$ cat src/rtl/multicycle_controller_if.sv
// multicycle_controller_if: IR fields, ALU flag and datapath control bundle; mem_ready exists under MCCTRL_MEMWAIT_EN.
interface multicycle_controller_if;
    logic [5:0] op;
    logic [5:0] funct;
    logic       zero;
`ifdef MCCTRL_MEMWAIT_EN
    logic       mem_ready;
`endif
    logic       pc_en;
    logic       ir_write;
    logic       iord;
    logic       mem_write;
    logic       reg_write;
    logic       mem_to_reg;
    logic       reg_dst;
    logic       alu_src_a;
    logic [1:0] alu_src_b;
    logic       zero_ext;
    logic [1:0] pc_src;
    logic [2:0] alu_control;
    logic [3:0] state;
    logic       illegal;

    modport master (
`ifdef MCCTRL_MEMWAIT_EN
        input  mem_ready,
`endif
        input  op, funct, zero,
        output pc_en, ir_write, iord, mem_write, reg_write, mem_to_reg, reg_dst,
        output alu_src_a, alu_src_b, zero_ext, pc_src, alu_control, state, illegal
    );

    modport slave (
`ifdef MCCTRL_MEMWAIT_EN
        output mem_ready,
`endif
        output op, funct, zero,
        input  pc_en, ir_write, iord, mem_write, reg_write, mem_to_reg, reg_dst,
        input  alu_src_a, alu_src_b, zero_ext, pc_src, alu_control, state, illegal
    );
endinterface

$ cat src/rtl/multicycle_controller.sv
// multicycle_controller: MIPS-style multicycle control FSM.
// Define MCCTRL_MEMWAIT_EN to stall FETCH/MEMRD/MEMWR on mem_ready.
module multicycle_controller (
    input  logic                    clk,
    input  logic                    rst,
    multicycle_controller_if.master m
);
    typedef enum logic [3:0] {
        FETCH   = 4'd0,
        DECODE  = 4'd1,
        MEMADR  = 4'd2,
        MEMRD   = 4'd3,
        MEMWB   = 4'd4,
        MEMWR   = 4'd5,
        EXEC    = 4'd6,
        ALUWB   = 4'd7,
        BRANCH  = 4'd8,
        IMMEXEC = 4'd9,
        IMMWB   = 4'd10,
        JUMP    = 4'd11
    } state_t;

    localparam logic [5:0] OP_RTYPE = 6'b000000;
    localparam logic [5:0] OP_J     = 6'b000010;
    localparam logic [5:0] OP_BEQ   = 6'b000100;
    localparam logic [5:0] OP_ADDI  = 6'b001000;
    localparam logic [5:0] OP_ORI   = 6'b001101;
    localparam logic [5:0] OP_LUI   = 6'b001111;
    localparam logic [5:0] OP_LW    = 6'b100011;
    localparam logic [5:0] OP_SW    = 6'b101011;

    state_t state_q, nxt, cur;
    logic   ready;

`ifdef MCCTRL_MEMWAIT_EN
    assign ready = m.mem_ready;
`else
    assign ready = 1'b1;
`endif

    // Reset forces the decode to FETCH so selects are defined before the first edge.
    assign cur     = rst ? FETCH : state_q;
    assign m.state = state_q;

    always_ff @(posedge clk) begin
        if (rst) state_q <= FETCH;
        else     state_q <= nxt;
    end

    always_comb begin
        nxt           = FETCH;
        m.pc_en       = 1'b0;
        m.ir_write    = 1'b0;
        m.iord        = 1'b0;
        m.mem_write   = 1'b0;
        m.reg_write   = 1'b0;
        m.mem_to_reg  = 1'b0;
        m.reg_dst     = 1'b0;
        m.alu_src_a   = 1'b0;
        m.alu_src_b   = 2'b00;
        m.zero_ext    = 1'b0;
        m.pc_src      = 2'b00;
        m.alu_control = 3'b000;
        m.illegal     = 1'b0;
        case (cur)
            FETCH: begin
                m.alu_src_b   = 2'b01;
                m.alu_control = 3'b010;
                m.ir_write    = ready;
                m.pc_en       = ready;
                nxt           = ready ? DECODE : FETCH;
            end
            DECODE: begin
                m.alu_src_b   = 2'b11;
                m.alu_control = 3'b010;
                case (m.op)
                    OP_LW, OP_SW:           nxt = MEMADR;
                    OP_RTYPE:               nxt = EXEC;
                    OP_BEQ:                 nxt = BRANCH;
                    OP_ADDI, OP_ORI, OP_LUI: nxt = IMMEXEC;
                    OP_J:                   nxt = JUMP;
                    default:                m.illegal = 1'b1;
                endcase
            end
            MEMADR: begin
                m.alu_src_a   = 1'b1;
                m.alu_src_b   = 2'b10;
                m.alu_control = 3'b010;
                nxt           = (m.op == OP_LW) ? MEMRD : MEMWR;
            end
            MEMRD: begin
                m.iord = 1'b1;
                nxt    = ready ? MEMWB : MEMRD;
            end
            MEMWB: begin
                m.reg_write  = 1'b1;
                m.mem_to_reg = 1'b1;
            end
            MEMWR: begin
                m.iord      = 1'b1;
                m.mem_write = 1'b1;
                nxt         = ready ? FETCH : MEMWR;
            end
            EXEC: begin
                m.alu_src_a   = 1'b1;
                m.alu_control = 3'b010;
                nxt           = ALUWB;
                case (m.funct)
                    6'b100000, 6'b100001: m.alu_control = 3'b010;
                    6'b100010, 6'b100011: m.alu_control = 3'b101;
                    6'b100100:            m.alu_control = 3'b000;
                    6'b100101:            m.alu_control = 3'b001;
                    6'b101010:            m.alu_control = 3'b111;
                    6'b000000:            nxt = FETCH;
                    default: begin
                        m.illegal = 1'b1;
                        nxt       = FETCH;
                    end
                endcase
            end
            ALUWB: begin
                m.reg_write = 1'b1;
                m.reg_dst   = 1'b1;
            end
            BRANCH: begin
                m.alu_src_a   = 1'b1;
                m.alu_control = 3'b110;
                m.pc_src      = 2'b01;
                m.pc_en       = m.zero;
            end
            IMMEXEC: begin
                m.alu_src_a   = 1'b1;
                m.alu_src_b   = 2'b10;
                m.zero_ext    = (m.op == OP_ORI) || (m.op == OP_LUI);
                m.alu_control = (m.op == OP_ORI) ? 3'b001 : (m.op == OP_LUI) ? 3'b011 : 3'b010;
                nxt           = IMMWB;
            end
            IMMWB: m.reg_write = 1'b1;
            JUMP: begin
                m.pc_src = 2'b10;
                m.pc_en  = 1'b1;
            end
            default: nxt = FETCH;
        endcase
        if (rst) begin
            m.pc_en     = 1'b0;
            m.ir_write  = 1'b0;
            m.mem_write = 1'b0;
            m.reg_write = 1'b0;
            m.illegal   = 1'b0;
        end
    end
endmodule

$ cat src/flat_wrapper.sv
// flat-port wrapper written by rule: the top's interface ports become plain ports
module multicycle_controller_flat 
  (clk, rst, m_op, m_funct, m_zero, m_pc_en, m_ir_write, m_iord, m_mem_write, m_reg_write, m_mem_to_reg, m_reg_dst, m_alu_src_a, m_alu_src_b, m_zero_ext, m_pc_src, m_alu_control, m_state, m_illegal);
  multicycle_controller_if m_i ();
  input  logic clk;
  input  logic rst;
  input wire logic [$bits(m_i.op)-1:0] m_op;
  input wire logic [$bits(m_i.funct)-1:0] m_funct;
  input wire logic [$bits(m_i.zero)-1:0] m_zero;
  output wire logic [$bits(m_i.pc_en)-1:0] m_pc_en;
  output wire logic [$bits(m_i.ir_write)-1:0] m_ir_write;
  output wire logic [$bits(m_i.iord)-1:0] m_iord;
  output wire logic [$bits(m_i.mem_write)-1:0] m_mem_write;
  output wire logic [$bits(m_i.reg_write)-1:0] m_reg_write;
  output wire logic [$bits(m_i.mem_to_reg)-1:0] m_mem_to_reg;
  output wire logic [$bits(m_i.reg_dst)-1:0] m_reg_dst;
  output wire logic [$bits(m_i.alu_src_a)-1:0] m_alu_src_a;
  output wire logic [$bits(m_i.alu_src_b)-1:0] m_alu_src_b;
  output wire logic [$bits(m_i.zero_ext)-1:0] m_zero_ext;
  output wire logic [$bits(m_i.pc_src)-1:0] m_pc_src;
  output wire logic [$bits(m_i.alu_control)-1:0] m_alu_control;
  output wire logic [$bits(m_i.state)-1:0] m_state;
  output wire logic [$bits(m_i.illegal)-1:0] m_illegal;
  assign m_i.op = m_op;
  assign m_i.funct = m_funct;
  assign m_i.zero = m_zero;
  assign m_pc_en = m_i.pc_en;
  assign m_ir_write = m_i.ir_write;
  assign m_iord = m_i.iord;
  assign m_mem_write = m_i.mem_write;
  assign m_reg_write = m_i.reg_write;
  assign m_mem_to_reg = m_i.mem_to_reg;
  assign m_reg_dst = m_i.reg_dst;
  assign m_alu_src_a = m_i.alu_src_a;
  assign m_alu_src_b = m_i.alu_src_b;
  assign m_zero_ext = m_i.zero_ext;
  assign m_pc_src = m_i.pc_src;
  assign m_alu_control = m_i.alu_control;
  assign m_state = m_i.state;
  assign m_illegal = m_i.illegal;
  multicycle_controller u_core (.clk(clk), .rst(rst), .m(m_i));
endmodule
$ cat config.mk
export PLATFORM = sky130hd
export DESIGN_NAME = multicycle_controller_flat
export DESIGN_NICKNAME = d
export VERILOG_FILES = /design/src/rtl/multicycle_controller_if.sv /design/src/rtl/multicycle_controller.sv /design/src/flat_wrapper.sv
export SDC_FILE = /design/constraint.sdc
export NUM_CORES = 1
export LEC_CHECK = 0
export ABC_AREA = 1
export CAP_MARGIN = 20
export CORE_AREA = 2 2 39 41
export DETAILED_ROUTE_END_ITERATION = 8
export DIE_AREA = 0 0 41 43
export DONT_BUFFER_PORTS = 1
export SLEW_MARGIN = 20
export SYNTH_ARGS = -nofsm -noshare
export SYNTH_HDL_FRONTEND = slang
export SYNTH_SLANG_ARGS = --single-unit
$ cat constraint.sdc
create_clock -name clk -period 2.49 [get_ports clk]
set_input_delay 0.498 -clock clk [delete_from_list [all_inputs] [get_ports clk]]
set_output_delay 0.498 -clock clk [all_outputs]
set_load 0.1 [all_outputs]
Word-level counts from Yosys, hierarchy flattened --
Cells that the tools add are included.
Word-level totals: register bits 4, input bits 15, output and inout bits 21
Operators by class: equality and inequality tests 25, muxes and demuxes 28, reductions and logical operators 16
Operator list (number):
- 6-bit == test, second input constant | 9
- 3-bit one-hot mux with 4 select lines | 2
- 4-bit one-hot mux with 6 select lines | 1
- 4-bit one-hot mux with 5 select lines | 1
- 6-bit by 4-bit == test with 1-bit output, second input constant | 3
- 4-bit by 3-bit == test with 1-bit output, second input constant | 4
- 4-bit == test, second input constant | 4
- 1-bit 2-to-1 mux | 16
- 8-bit OR reduction | 2
- 6-bit zero test | 2
- 2-bit OR reduction | 5
- 3-bit 2-to-1 mux | 3
- 3-bit OR reduction | 3
- 4-bit by 2-bit == test with 1-bit output, second input constant | 2
- 7-bit OR reduction | 1
- 6-bit by 2-bit == test with 1-bit output, second input constant | 1
- 6-bit by 3-bit == test with 1-bit output, second input constant | 1
- 2-bit one-hot mux with 3 select lines | 1
- 4-bit by 1-bit == test with 1-bit output, second input constant | 1
- 4-bit zero test | 1
- 4-bit 2-to-1 mux | 1
- 1-bit one-hot mux with 2 select lines | 2
- 2-bit one-hot mux with 2 select lines | 1
- 4-bit OR reduction | 1
- 1-bit logical OR | 1

Depth between registers and ports, before layout --
Gate-level depths: netlist (run 1).
word-level depth 5, mapped depth 8

Worst setup path before layout (run 1) --
No wires, ideal clock.
path type flip-flop to output port, from register u_core.state_q[2] (netlist: u_core.m.state[2]), to output m_reg_write, arrival 3.746 ns, slack -1.754 ns, cell stages (with the launch flop) 5, buffers on the path 0, path through dfxtp_1 > nand3_2 > nor2_1 > nor2_1 > o21ai_1
On the way: cells in the longest elaborated chain, start to end 5, elaborated cells on any way between the ends 7, those cells by class eq/ne (3); mux (3); reduce/logical (1)
Ends and longest elaborated chain:
- start: declaration | line multicycle_controller.sv:32 | state_t state_q, nxt, cur;
- start signal: assignment | line multicycle_controller.sv:47 | else state_q <= nxt;
- 4-bit 2-to-1 mux * | line multicycle_controller.sv:42 | assign cur = rst ? FETCH : state_q;
- 4-bit == test / 4-bit by 3-bit == test with 1-bit output (equally long branches) | line multicycle_controller.sv:65 | case (cur)
- 3-bit OR reduction (no source line) *
- 1-bit 2-to-1 mux * | line multicycle_controller.sv:65
- 1-bit 2-to-1 mux * | line multicycle_controller.sv:145 | if (rst) begin
- end: declaration | line flat_wrapper.sv:14 | output wire logic [$bits(m_i.reg_write)-1:0] m_reg_write;
Mark *: on every way between the ends. The rest lies on a longest branch, timed or not.

Final worst setup path (run 1) --
from register u_core.state_q[3] (netlist: u_core.m.state[3]), to output m_alu_control[2]
On the way: cells in the longest elaborated chain, start to end 4, elaborated cells on any way between the ends 9, those cells by class eq/ne (5); mux (2); reduce/logical (2)
Ends and longest elaborated chain:
- 4-bit 2-to-1 mux * | line multicycle_controller.sv:42
- 4-bit by 2-bit == test with 1-bit output, or another cell as far along | line multicycle_controller.sv:65
- 3-bit OR reduction (no source line)
- 3-bit one-hot mux with 4 select lines * | line multicycle_controller.sv:65
- end: declaration | line flat_wrapper.sv:21 | output wire logic [$bits(m_i.alu_control)-1:0] m_alu_control;
Marks and branches as above.

==> results of run 1 <==
[stage by stage]
| stage | instances | TNS [ns] |
|---|---|---|
| finish | 152 | 0 |
| global placement | 149 | 0 |
| global route | 152 | 0 |
| floorplan | 113 | -0.488 |
| CTS | 152 | 0 |
| detailed placement | 149 | 0 |
[power by group]
group	internal, mW	switching (mW)
logic	0.0313	0.0917
clock network	0.0535	0.0206
registers	0.0635	0.00362
total	0.148	0.116
[Yosys cell counts, drive strengths merged]
| cell | number |
|---|---|
| nand4 | 3 |
| nor2 | 28 |
| o21ai | 8 |
| nand3 | 17 |
| nor3 | 4 |
| inv | 21 |
| o211ai | 2 |
| a21oi | 1 |
| nand2 | 23 |
| nand3b | 1 |
| a31oi | 1 |
| dfxtp | 4 |
[cell families after synthesis]
family,count (synthesis)
AND/OR/NAND/NOR,76
AO/OA/AOI/OAI,12
buffers and inverters,21
flip-flops,4
[routing by layer]
metal,GRT usage [%],up-vias
met5,0,-
met4,6.00,0
met3,3.14,0
met2,34.7,23
met1,29.4,330
li1,-,414
[path summary, 6_finish.rpt]
check / endpoint / from / slack, ns / depth (start not counted)
setup / recovery: m_alu_control[2] / u_core.m.state[3]$_SDFF_PP0_ / 0.27 / 6
hold reg to reg: u_core.m.state[2]$_SDFF_PP0_ / u_core.m.state[2]$_SDFF_PP0_ / 0.71 / 3
hold / removal: u_core.m.state[2]$_SDFF_PP0_ / m_op[3] / 0.43 / 2
setup reg to reg: u_core.m.state[0]$_SDFF_PP0_ / u_core.m.state[3]$_SDFF_PP0_ / 1.15 / 7
[cell type report]
class | instances | area [µm²] | share of cell area (%)
inverters | 21 | 86.3 | 8.82
clock buffers | 3 | 22.5 | 2.30
multi-input cells | 88 | 549 | 56.1
well taps | 16 | 20.0 | 2.05
repair buffers | 20 | 205 | 21.0
flip-flops and latches | 4 | 95.1 | 9.72
==> flow_metrics.tcl, run 1 <==
set metrics [dict create \
    final_util_pct 70.7 \
    cp_max_fo 6 \
    initial_core_util_pct 45.5 \
    ctsHoldBuffers 0 \
    grt_pass1_vias 709 \
    clock_sinks 4 \
    synth_fp_nets 128 \
    fp.dieW_um 41 \
    yosysSeqAreaShare_pct 12.7 \
    hpwlAfterDp_um 1420 \
    vias_per_cell 5.05 \
    insertion_delay_ns 0.22 \
    gp_congestion 0.730 \
    max-clock-path-buffers 2 \
    worst_slew_pin_slew_ns 0.351 \
    end_kind "output port" \
    critPathSlowestCell "dfxtp_4" \
    clkTransAtPathRegs_ns 0.03 \
    netlist_instances 113 \
    largest_reg_flops 4 \
    irDropWorstVdd_v 0.000320 \
    worstPathRequired_ns 1.99 \
    grt_pass1_wl_um 2750 \
    yosys.area.top_type "dfxtp_1" \
    yosysTopAreaCellShare_pct 12.7 \
    first_pass_iters 4 \
    cap_violations 0 \
    yosys.area_share.simple_pct 61.2 \
    io_buffers 0 \
    yosysWarningCount 0 \
    final_common_cell "nand2_1" \
    core_um2 1380 \
    synth_seq_cells 4 \
    power_per_cell_area_nw_per_um2 270 \
    crit_family "simple AND/OR/NAND/NOR gates" \
    drc 0 \
    areaGrowthSynthToFinish_pct 55.5 \
    p_leak_nw 0.473 \
    synth_compound_area_share_pct 13.1 \
    whs_ns 0.431 \
    wl_met2_um 784 \
    layout_common_cells "18 x nand2_1, 16 x nor2_1, 16 x buf_4" \
    dpl_cell_area_um2 956 \
    cp_data_arrival_time_ns 1.73 \
    fmax_mhz 450 \
    insertedDiodeCount 0 \
    met1Wirelength_um 714 \
    outcome "completed" \
    synthTopCellsByArea "dfxtp_1 13%, nand2_1 12%, nor2_1 12%" \
    finalCriticalPeriod_ns 2.22 \
    dp_slack_ns 0.448 \
    ios 36 \
    fillers 128 \
    synthAdderAreaFrac_pct 0 \
    routed.top_layer "met3" \
    ant_nets 0 \
    num_rows 14 \
    drtIter0Drc 15 \
    power.total_uw 264 \
    syn_area_um2 629 \
    synth-xor-area-share_pct 0 \
    cts_tree "yes" \
    muxShareOfSynthArea_pct 0 \
    cts_resized 0 \
    wl_per_cell_um 10.4 \
    wl_um 1590 \
    antenna_found_initial 0 \
    synth_top_family_by_area "simple AND/OR/NAND/NOR gates" \
    die_area_um2 1760 \
    root_buffer "clkbuf_4" \
    crit_type "flip-flop to output port" \
    grt_use_total_pct 21.8 \
    dr_wl_met3_um 89 \
    startpoint_type "flip-flop" \
    finalCritPeriodShare_pct 89.3 \
    hold_violations 0 \
    die_h_um 43 \
    fin_skew_ns 0.00179 \
    num_vias 767 \
    rsz0062_at_grt "false" \
    drive_above_1_share_pct 47.1 \
    slew_headroom_pct 76.6 \
    syn_avg_cell_area_um2 5.57 \
    yosysUniqueCellTypes 22 \
    report.final.slew_viol_count 0 \
    cpPeakStageDelay_ns 0.45 \
    crit_chain "inv_1 > nand3_2 > nor2_4 > nand2_1 > o21ai_2 > buf_4" \
    grt_max_degree 8 \
    gr-total-overflow 0 \
    fin_area_um2 978 \
    hold_class "primary input to flip-flop" \
    setup_viol 0 \
    cts-htree-levels 1 \
    fin_nets 153 \
    critPathBufInv 2 \
    cts_setup_buffers 0 \
    worst_slack_ns 0.267 \
    cts_made_buffers 3 \
]
No activity file was read; power rests on OpenSTA's default activity.
==> run 2, diff against run 1 <==
--- a/config.mk
+++ b/config.mk
@@ -11,6 +11,7 @@
 export DETAILED_ROUTE_END_ITERATION = 8
 export DIE_AREA = 0 0 41 43
 export DONT_BUFFER_PORTS = 1
+export GPL_TIMING_DRIVEN = 0
 export SLEW_MARGIN = 20
 export SYNTH_ARGS = -nofsm -noshare
 export SYNTH_HDL_FRONTEND = slang
==> flow_metrics.tcl, run 2 (synthesis results as in run 1) <==
set metrics [dict create \
    outcome "finished, violations left" \
    violations "negative setup slack" \
    p_leak_nw 0.421 \
    finalCriticalPeriod_ns 2.79 \
    io_buffers 0 \
    power.total_uw 271 \
    final_util_pct 72.7 \
    fmax_mhz 358 \
    cts_made_buffers 3 \
    worst_slew_pin_slew_ns 1.09 \
    critPathSlowestCell "nor3_4" \
    dpl_cell_area_um2 766 \
    critPathBufInv 2 \
    fin_nets 147 \
    wl_per_cell_um 12.8 \
    hpwlAfterDp_um 1350 \
    rsz0062_at_grt "true" \
    insertion_delay_ns 0.23 \
    slew_headroom_pct 27.4 \
    gr-total-overflow 0 \
    gp_congestion 0.725 \
    cpMostUsedCell "inv_4" \
    wl_um 1870 \
    fp.dieW_um 41 \
    vias_per_cell 5.32 \
    largest_reg_flops 4 \
    die_h_um 43 \
    antenna_found_initial 0 \
    grt_pass1_vias 749 \
    ant_nets 0 \
    cts-htree-levels 1 \
    startpoint_type "flip-flop" \
    hold_violations 0 \
    max-clock-path-buffers 2 \
    clock_sinks 4 \
    dp_cells 130 \
    drc 0 \
    drive_above_1_share_pct 51.5 \
    num_rows 14 \
    layout_common_cells "15 x nand2_1, 13 x nor2_1, 13 x buf_4" \
    fin_area_um2 1010 \
    setup_viol 4 \
    initial_core_util_pct 45.5 \
    power_per_cell_area_nw_per_um2 270 \
    areaGrowthSynthToFinish_pct 59.8 \
    grt_pass1_wl_um 2880 \
    grt_max_degree 8 \
    final_common_cell "nand2_1" \
    cts_tree "yes" \
    cpPeakStageDelay_ns 0.86 \
    first_pass_iters 3 \
    fin_skew_ns 0.00262 \
    finalCritPeriodShare_pct 112 \
    root_buffer "clkbuf_4" \
    irDropWorstVdd_v 0.000370 \
    cap_violations 0 \
    core_um2 1380 \
    hold_class "primary input to flip-flop" \
    report.final.slew_viol_count 0 \
    worstPathRequired_ns 1.99 \
    num_vias 777 \
    final_cells 146 \
    crit_family "simple AND/OR/NAND/NOR gates" \
    end_kind "output port" \
    grt_use_total_pct 23.0 \
    cp_max_fo 2 \
    clkTransAtPathRegs_ns 0.04 \
    drtIter0Drc 6 \
    crit_chain "inv_4 > nor2_4 > inv_4 > nor3_4 > nor2_2 > o21ai_4" \
    ios 36 \
    worst_slack_ns -0.300 \
    dp_slack_ns -0.258 \
    insertedDiodeCount 0 \
    die_area_um2 1760 \
    crit_type "flip-flop to output port" \
    cp_data_arrival_time_ns 2.29 \
]
run 2: cell count changes in the layout (fill, tap and decap cells not counted), moves of 3 or more:
cell	change
buf_12	-3
buf_4	-3
nand2_1	-3
nor2_1	-3
run 2: final cells by class:
class                      instances  area [µm²]
timing repair buffer              14         113
multi-input combinational         88         657
clock buffer                       3        22.5
sequential                         4        95.1
tap                               16        20.0
fill                             118         378
inverter                          21        98.8
run 2: per-layer routing:
layer  wire length (µm)  vias to the layer above  global-route usage (%)
met1                736                      344                    24.8
met4                 21                        0                    6.67
met3                 89                        2                    1.57
met2               1020                       21                    43.4
met5                  0                        -                       0
li1                   -                      410                       -
run 2: power by group:
part	leakage [nW]	internal, mW	switching (mW)	total, mW
registers	0.0355	0.0636	0.0164	0.0800
logic	0.372	0.0305	0.0854	0.116
clock network	0.0138	0.0536	0.0219	0.0755
run 2: path summary, 6_finish.rpt:
path	start	end	slack (ns)	cells past startpoint
worst max register to register	u_core.m.state[0]$_SDFF_PP0_	u_core.m.state[0]$_SDFF_PP0_	0.83	11
worst min-delay path	m_op[3]	u_core.m.state[2]$_SDFF_PP0_	0.42	2
worst max-delay path	u_core.m.state[0]$_SDFF_PP0_	m_reg_write	-0.30	6
worst min register to register	u_core.m.state[2]$_SDFF_PP0_	u_core.m.state[2]$_SDFF_PP0_	0.92	3
run 2: timing repair:
action / CTS / global route
endpoints found under the setup margin: 9 / 9
hold buffers: 0 / 0
buffers inserted: 11 / 3
pin swaps: 12 / 10
gates resized for setup: 18 / 6
run 2: metrics by stage:
step	hold slack, ns	TNS [ns]
CTS	0.422	-0.579
floorplan	0.633	-0.488
detailed placement	0.661	-0.341
finish	0.423	-0.597
global placement	0.661	-0.777
global route	0.421	-1.03
